[src/rtl/axil_sub_arbiter.sv]
// Two-requester AXI-Lite arbiter: independent round-robin write and read
// paths, one outstanding transaction per path, sharing one downstream port.
module axil_sub_arbiter #(
    parameter int unsigned AXIL_ADDR_WIDTH = 32,
    parameter int unsigned AXIL_DATA_WIDTH = 32,
    parameter int unsigned AXILSizeBytes   = AXIL_DATA_WIDTH / 8
) (
    input  logic                         clk_i,
    input  logic                         rstn_i,
    // requester side, requester n in slice n
    input  logic [2*AXIL_ADDR_WIDTH-1:0] req_aw_addr_i,
    input  logic [5:0]                   req_aw_prot_i,
    input  logic [1:0]                   req_aw_valid_i,
    output logic [1:0]                   req_aw_ready_o,
    input  logic [2*AXIL_DATA_WIDTH-1:0] req_w_data_i,
    input  logic [2*AXILSizeBytes-1:0]   req_w_strb_i,
    input  logic [1:0]                   req_w_valid_i,
    output logic [1:0]                   req_w_ready_o,
    output logic [3:0]                   req_b_resp_o,
    output logic [1:0]                   req_b_valid_o,
    input  logic [1:0]                   req_b_ready_i,
    input  logic [2*AXIL_ADDR_WIDTH-1:0] req_ar_addr_i,
    input  logic [5:0]                   req_ar_prot_i,
    input  logic [1:0]                   req_ar_valid_i,
    output logic [1:0]                   req_ar_ready_o,
    output logic [2*AXIL_DATA_WIDTH-1:0] req_r_data_o,
    output logic [3:0]                   req_r_resp_o,
    output logic [1:0]                   req_r_valid_o,
    input  logic [1:0]                   req_r_ready_i,
    // downstream write path
    output logic [AXIL_ADDR_WIDTH-1:0]   sub_aw_addr_o,
    output logic [2:0]                   sub_aw_prot_o,
    output logic                         sub_aw_valid_o,
    input  logic                         sub_aw_ready_i,
    output logic [AXIL_DATA_WIDTH-1:0]   sub_w_data_o,
    output logic [AXILSizeBytes-1:0]     sub_w_strb_o,
    output logic                         sub_w_valid_o,
    input  logic                         sub_w_ready_i,
    input  logic [1:0]                   sub_b_resp_i,
    input  logic                         sub_b_valid_i,
    output logic                         sub_b_ready_o,
    // downstream read path
    output logic [AXIL_ADDR_WIDTH-1:0]   sub_ar_addr_o,
    output logic [2:0]                   sub_ar_prot_o,
    output logic                         sub_ar_valid_o,
    input  logic                         sub_ar_ready_i,
    input  logic [AXIL_DATA_WIDTH-1:0]   sub_r_data_i,
    input  logic [1:0]                   sub_r_resp_i,
    input  logic                         sub_r_valid_i,
    output logic                         sub_r_ready_o,
    // current grants, one-hot, zero when idle
    output logic [1:0]                   wr_gnt_o,
    output logic [1:0]                   rd_gnt_o
);

    localparam int unsigned AW = AXIL_ADDR_WIDTH;
    localparam int unsigned DW = AXIL_DATA_WIDTH;
    localparam int unsigned SW = AXILSizeBytes;

    typedef enum logic [1:0] {W_IDLE, W_ADDR, W_RESP} wr_state_e;
    typedef enum logic [1:0] {R_IDLE, R_ADDR, R_RESP} rd_state_e;

    wr_state_e wr_state_q, wr_state_d;
    rd_state_e rd_state_q, rd_state_d;
    logic      wr_idx_q, wr_idx_d;
    logic      rd_idx_q, rd_idx_d;
    logic      last_wr_q, last_wr_d;
    logic      last_rd_q, last_rd_d;
    logic      aw_done_q, aw_done_d;
    logic      w_done_q, w_done_d;

    // Round-robin pick: on a tie the requester not served last wins.
    function automatic logic rr_pick(input logic [1:0] req, input logic last);
        if (req == 2'b11) begin
            return ~last;
        end
        return req[1];
    endfunction

    // Granted requester's slices.
    logic [AW-1:0] aw_addr_sel, ar_addr_sel;
    logic [2:0]    aw_prot_sel, ar_prot_sel;
    logic [DW-1:0] w_data_sel;
    logic [SW-1:0] w_strb_sel;
    logic          aw_valid_sel, w_valid_sel, b_ready_sel, ar_valid_sel, r_ready_sel;
    logic [1:0]    wr_onehot, rd_onehot;

    assign aw_addr_sel  = wr_idx_q ? req_aw_addr_i[2*AW-1:AW] : req_aw_addr_i[AW-1:0];
    assign aw_prot_sel  = wr_idx_q ? req_aw_prot_i[5:3] : req_aw_prot_i[2:0];
    assign w_data_sel   = wr_idx_q ? req_w_data_i[2*DW-1:DW] : req_w_data_i[DW-1:0];
    assign w_strb_sel   = wr_idx_q ? req_w_strb_i[2*SW-1:SW] : req_w_strb_i[SW-1:0];
    assign aw_valid_sel = req_aw_valid_i[wr_idx_q];
    assign w_valid_sel  = req_w_valid_i[wr_idx_q];
    assign b_ready_sel  = req_b_ready_i[wr_idx_q];
    assign ar_addr_sel  = rd_idx_q ? req_ar_addr_i[2*AW-1:AW] : req_ar_addr_i[AW-1:0];
    assign ar_prot_sel  = rd_idx_q ? req_ar_prot_i[5:3] : req_ar_prot_i[2:0];
    assign ar_valid_sel = req_ar_valid_i[rd_idx_q];
    assign r_ready_sel  = req_r_ready_i[rd_idx_q];
    assign wr_onehot    = wr_idx_q ? 2'b10 : 2'b01;
    assign rd_onehot    = rd_idx_q ? 2'b10 : 2'b01;

    // State registers for both paths.
    always_ff @(posedge clk_i) begin
        if (!rstn_i) begin
            wr_state_q <= W_IDLE;
            rd_state_q <= R_IDLE;
            wr_idx_q   <= 1'b0;
            rd_idx_q   <= 1'b0;
            last_wr_q  <= 1'b1;
            last_rd_q  <= 1'b1;
            aw_done_q  <= 1'b0;
            w_done_q   <= 1'b0;
        end else begin
            wr_state_q <= wr_state_d;
            rd_state_q <= rd_state_d;
            wr_idx_q   <= wr_idx_d;
            rd_idx_q   <= rd_idx_d;
            last_wr_q  <= last_wr_d;
            last_rd_q  <= last_rd_d;
            aw_done_q  <= aw_done_d;
            w_done_q   <= w_done_d;
        end
    end

    // Write path: arbitration, AW/W pass-through with done masking, B routing.
    always_comb begin
        logic aw_hs;
        logic w_hs;
        wr_state_d     = wr_state_q;
        wr_idx_d       = wr_idx_q;
        last_wr_d      = last_wr_q;
        aw_done_d      = aw_done_q;
        w_done_d       = w_done_q;
        aw_hs          = 1'b0;
        w_hs           = 1'b0;
        wr_gnt_o       = 2'b00;
        sub_aw_addr_o  = '0;
        sub_aw_prot_o  = '0;
        sub_aw_valid_o = 1'b0;
        sub_w_data_o   = '0;
        sub_w_strb_o   = '0;
        sub_w_valid_o  = 1'b0;
        sub_b_ready_o  = 1'b0;
        req_aw_ready_o = 2'b00;
        req_w_ready_o  = 2'b00;
        req_b_valid_o  = 2'b00;
        req_b_resp_o   = '0;
        if (wr_state_q != W_IDLE) begin
            wr_gnt_o      = wr_onehot;
            sub_aw_addr_o = aw_addr_sel;
            sub_aw_prot_o = aw_prot_sel;
            sub_w_data_o  = w_data_sel;
            sub_w_strb_o  = w_strb_sel;
        end
        case (wr_state_q)
            W_IDLE: begin
                aw_done_d = 1'b0;
                w_done_d  = 1'b0;
                if (|req_aw_valid_i) begin
                    wr_idx_d   = rr_pick(req_aw_valid_i, last_wr_q);
                    wr_state_d = W_ADDR;
                end
            end
            W_ADDR: begin
                sub_aw_valid_o = aw_valid_sel & ~aw_done_q;
                sub_w_valid_o  = w_valid_sel & ~w_done_q;
                req_aw_ready_o = wr_onehot & {2{sub_aw_ready_i & ~aw_done_q}};
                req_w_ready_o  = wr_onehot & {2{sub_w_ready_i & ~w_done_q}};
                aw_hs          = sub_aw_valid_o & sub_aw_ready_i;
                w_hs           = sub_w_valid_o & sub_w_ready_i;
                aw_done_d      = aw_done_q | aw_hs;
                w_done_d       = w_done_q | w_hs;
                if (aw_done_d && w_done_d) begin
                    wr_state_d = W_RESP;
                end
            end
            W_RESP: begin
                sub_b_ready_o = b_ready_sel;
                req_b_valid_o = wr_onehot & {2{sub_b_valid_i}};
                req_b_resp_o  = {2{sub_b_resp_i}};
                if (sub_b_valid_i && b_ready_sel) begin
                    last_wr_d  = wr_idx_q;
                    wr_state_d = W_IDLE;
                end
            end
            default: wr_state_d = W_IDLE;
        endcase
    end

    // Read path: arbitration, AR pass-through, R routing.
    always_comb begin
        rd_state_d     = rd_state_q;
        rd_idx_d       = rd_idx_q;
        last_rd_d      = last_rd_q;
        rd_gnt_o       = 2'b00;
        sub_ar_addr_o  = '0;
        sub_ar_prot_o  = '0;
        sub_ar_valid_o = 1'b0;
        sub_r_ready_o  = 1'b0;
        req_ar_ready_o = 2'b00;
        req_r_valid_o  = 2'b00;
        req_r_data_o   = '0;
        req_r_resp_o   = '0;
        if (rd_state_q != R_IDLE) begin
            rd_gnt_o      = rd_onehot;
            sub_ar_addr_o = ar_addr_sel;
            sub_ar_prot_o = ar_prot_sel;
        end
        case (rd_state_q)
            R_IDLE: begin
                if (|req_ar_valid_i) begin
                    rd_idx_d   = rr_pick(req_ar_valid_i, last_rd_q);
                    rd_state_d = R_ADDR;
                end
            end
            R_ADDR: begin
                sub_ar_valid_o = ar_valid_sel;
                req_ar_ready_o = rd_onehot & {2{sub_ar_ready_i}};
                if (ar_valid_sel && sub_ar_ready_i) begin
                    rd_state_d = R_RESP;
                end
            end
            R_RESP: begin
                sub_r_ready_o = r_ready_sel;
                req_r_valid_o = rd_onehot & {2{sub_r_valid_i}};
                req_r_data_o  = {2{sub_r_data_i}};
                req_r_resp_o  = {2{sub_r_resp_i}};
                if (sub_r_valid_i && r_ready_sel) begin
                    last_rd_d  = rd_idx_q;
                    rd_state_d = R_IDLE;
                end
            end
            default: rd_state_d = R_IDLE;
        endcase
    end

endmodule
[config.mk]
export PLATFORM = sky130hd
export DESIGN_NAME = axil_sub_arbiter
export DESIGN_NICKNAME = d
export VERILOG_FILES = /design/src/rtl/axil_sub_arbiter.sv
export SDC_FILE = /design/constraint.sdc
export NUM_CORES = 1
export LEC_CHECK = 0
export ABC_AREA = 1
export CAP_MARGIN = 15
export CELL_PAD_IN_SITES_DETAIL_PLACEMENT = 1
export CELL_PAD_IN_SITES_GLOBAL_PLACEMENT = 1
export CORE_AREA = 2 2 178 180
export DETAILED_ROUTE_END_ITERATION = 10
export DIE_AREA = 0 0 180 182
export HOLD_SLACK_MARGIN = 0.12
export PLACE_DENSITY_LB_ADDON = 0.1
export SLEW_MARGIN = 20
export SYNTH_ARGS = -nofsm -noshare
export SYNTH_HDL_FRONTEND = slang
export SYNTH_SLANG_ARGS = --single-unit
[constraint.sdc]
create_clock -name clk_i -period 1.1 [get_ports clk_i]
set_input_delay 0.11 -clock clk_i [delete_from_list [all_inputs] [get_ports clk_i]]
set_output_delay 0.11 -clock clk_i [all_outputs]
set_load 0.02 [all_outputs]
==> impl_metrics.toml <==
[placed_design]
hpwlAfterDp_mm = 18.9
dp_cells = 1195
place_ws_ps = -664
gp_congestion = 0.820
io_buffer_count = 461

[sta]
finalSetupViolations = 205
worst-slew-pin-transition_ps = 330
skew_ps = 0.541
hold_viol = 0
fmax_ghz = 0.626
slew_headroom = 0.780
finalCritPeriodShare = 1.45
worst_slack_ps = -498
report.final.slew_viol_count = 0
fin_crit_ps = 1600
rsz0062_at_grt = "yes"

[cells_and_area]
fillers = 3519
fin_nets = 1093
layout-drive-gt1-share = 0.496
layout_common_cells = "clkdlybuf4s50_1 (264), buf_6 (164), a22o_1 (66)"
antenna-diode-count = 0
syn_to_final_growth_pct = 272
layout_commonest_cell = "clkdlybuf4s50_1"
final_cells = 1229

[synth]
synthSimpleGateAreaFrac = 0.183
netlist_instances = 351
ys_ff_latch = 10
synth_compound_area_frac = 0.426
syn_area_per_cell_um2 = 6.83
synth_top_family_by_area = "compound AO/OA/AOI/OAI gates"
synthesis.nets = 616
seq_area_frac_synth = 0.0835
syn-cell-area_um2 = 2400
yosys-mux-area-fraction = 0.00418
synth_xor_area_frac = 0
yosysWarnings = 0
synth_fa_ha_area_frac = 0
ys_types = 21

[cts]
cts_tree = "done"
cts-htree-levels = 1
insertion_delay_ps = 240
cts.sinks = 10
numCtsBuffers = 3
worst_setup_hold_path_clk_slew_ps = 40
cts_root_buf = "clkbuf_16"
cts_buffer_depth = 2
ctsHoldBuffers = 0

[worst_setup_path]
cp-startpoint = "wr_state_q[0]"
cp.required_ps = 990
r2r-start = "wr_state_q[0]"
crit_fanout = 20
critPathCaptureType = "output port"
critPathKind = "reg -> out"
reg2regPathDepth = 10
critical-path-slowest-cell = "dfxtp_2"
cp.depth = 6
timing.rr.end = "wr_state_q[1]"
crit_chain = "nor2_4 > nor2_4 > buf_12 > buf_16 > a22o_4 > buf_6"
r2r_slack_ps = -220
start_kind = "flip-flop"
cp_data_arrival_time_ps = 1490
crit_path_end = "sub_w_data_o[8]"
crit_top_cell = "nor2_4"
crit_family = "buffers and inverters"
path_buf_inv = 3
cp_slowest_stage_delay_ps = 320

[global_route]
grt_pass1_vias = 4742
grt-ovfl-total = 0
antenna_found_initial = 1
grt_pass1_wl_mm = 31.8
grtUsageTotal = 0.126
grt_start_max_net_pins = 31

[pwr]
p_total_w = 0.00552
p_per_area_nw_per_um2 = 619
p_leak_nw = 3.96
ir_drop_uv = 463

[run]
max_cap_viol_count = 0

[detailed_routing]
viasPerCell = 3.70
dr.pass1.iters = 4
vias = 4549
routed_wirelength_mm = 22.7
drc = 0
drt_first_iter_violations = 66
wl_per_cell_um = 18.4
ant_nets = 0

[floorplanning]
die_w_um = 180
rows = 65
core-area_um2 = 31000
die_y_um = 182
fp.dieArea_um2 = 32800
start_util = 0.0774
ios = 462

[run_status]
violations = "setup timing"
run_status = "finished, violations left"

[min_path]
holdCritStartpoint = "sub_ar_ready_i"
min_path_type = "in -> reg"
==> logic make-up after synthesis <==
group,after synthesis
mux,1
buf+inv,119
compound gates,122
simple gates,99
flops,10
==> metal layers <==
metal / wire length [um] / vias up / track usage
met5: 13 / - / 0
met4: 198 / 2 / 0.00976
met3: 1600 / 10 / 0.0353
met2: 12700 / 231 / 0.255
met1: 8110 / 2153 / 0.132
li1: - / 2153 / -
==> sequential cells by signal, summed over array words and instances (netlist names) <==
name        count
aw_done_q       1
last_rd_q       1
last_wr_q       1
rd_idx_q        1
rd_state_q      2
w_done_q        1
wr_idx_q        1
wr_state_q      2
==> report_power, final <==
group	internal, W	switching (W)	leakage, nW
sequential	0.000384	0.0000266	0.0849
combinational	0.00248	0.00190	3.83
clock	0.000548	0.000185	0.0442
==> worst min-delay path by stage <==
stage / to / slack (ps) / cells past startpoint
final: rd_state_q[1] / 480 / 3
after CTS: rd_state_q[1] / 480 / 3
after detailed placement: last_wr_q / 490 / 2
after global routing: rd_state_q[1] / 490 / 3
after floorplan: last_wr_q / 200 / 1
after global placement: last_wr_q / 490 / 2
==> cells in the mapped netlist <==
cell type,n,area (um^2)
a21oi_1,7,35.0
a22o_1,106,928
a22oi_1,2,15.0
buf_1,2,7.51
buf_2,4,20.0
buf_4,37,278
buf_6,18,203
dfxtp_1,10,200
inv_1,57,214
inv_2,1,3.75
mux2i_1,1,10.0
nand2_1,26,97.6
nand2_2,1,6.26
nand3_1,6,30.0
nand4_1,2,12.5
nor2_1,52,195
nor2_4,6,67.6
nor3_1,6,30.0
o211ai_1,2,15.0
o21ai_0,4,20.0
o311ai_1,1,8.76
==> cell type report <==
type	instances	area, um^2	area share
Clock buffer	4	88.8	0.00996
Inverter	58	243	0.0272
Sequential cell	10	215	0.0241
Tap cell	402	503	0.0564
Timing Repair Buffer	533	5550	0.622
Multi-Input combinational cell	222	2320	0.260
==> repair_timing <==
action / 4_1_cts / 5_1_grt
resized for setup: 791 / 366
setup buffers: 4 / 16
hold endpoints to repair: 0 / 0
pin swaps: 7 / 26
cloned: 3 / 7
endpoints found under the setup margin: 205 / 206
==> worst reg2reg max path: cells and delay by family (launching register included) <==
kind | cells | cell delay, ps
AOI/OAI and AO/OA | 1 | 110
DFF | 1 | 340
buffers and inverters | 6 | 580
and+or+nand+nor | 3 | 240
==> stage by stage <==
step,area (um^2),utilization,hold WS (ps),setup TNS [ps]
global route,8920,0.288,487,-92210
global placement,8010,0.258,494,-109560
detailed placement,8010,0.258,493,-110910
CTS,7710,0.249,478,-85140
floorplan,3130,-,200,-10600
finish,8920,0.288,481,-81020
Note: power is estimated with default switching activity, not from simulation.
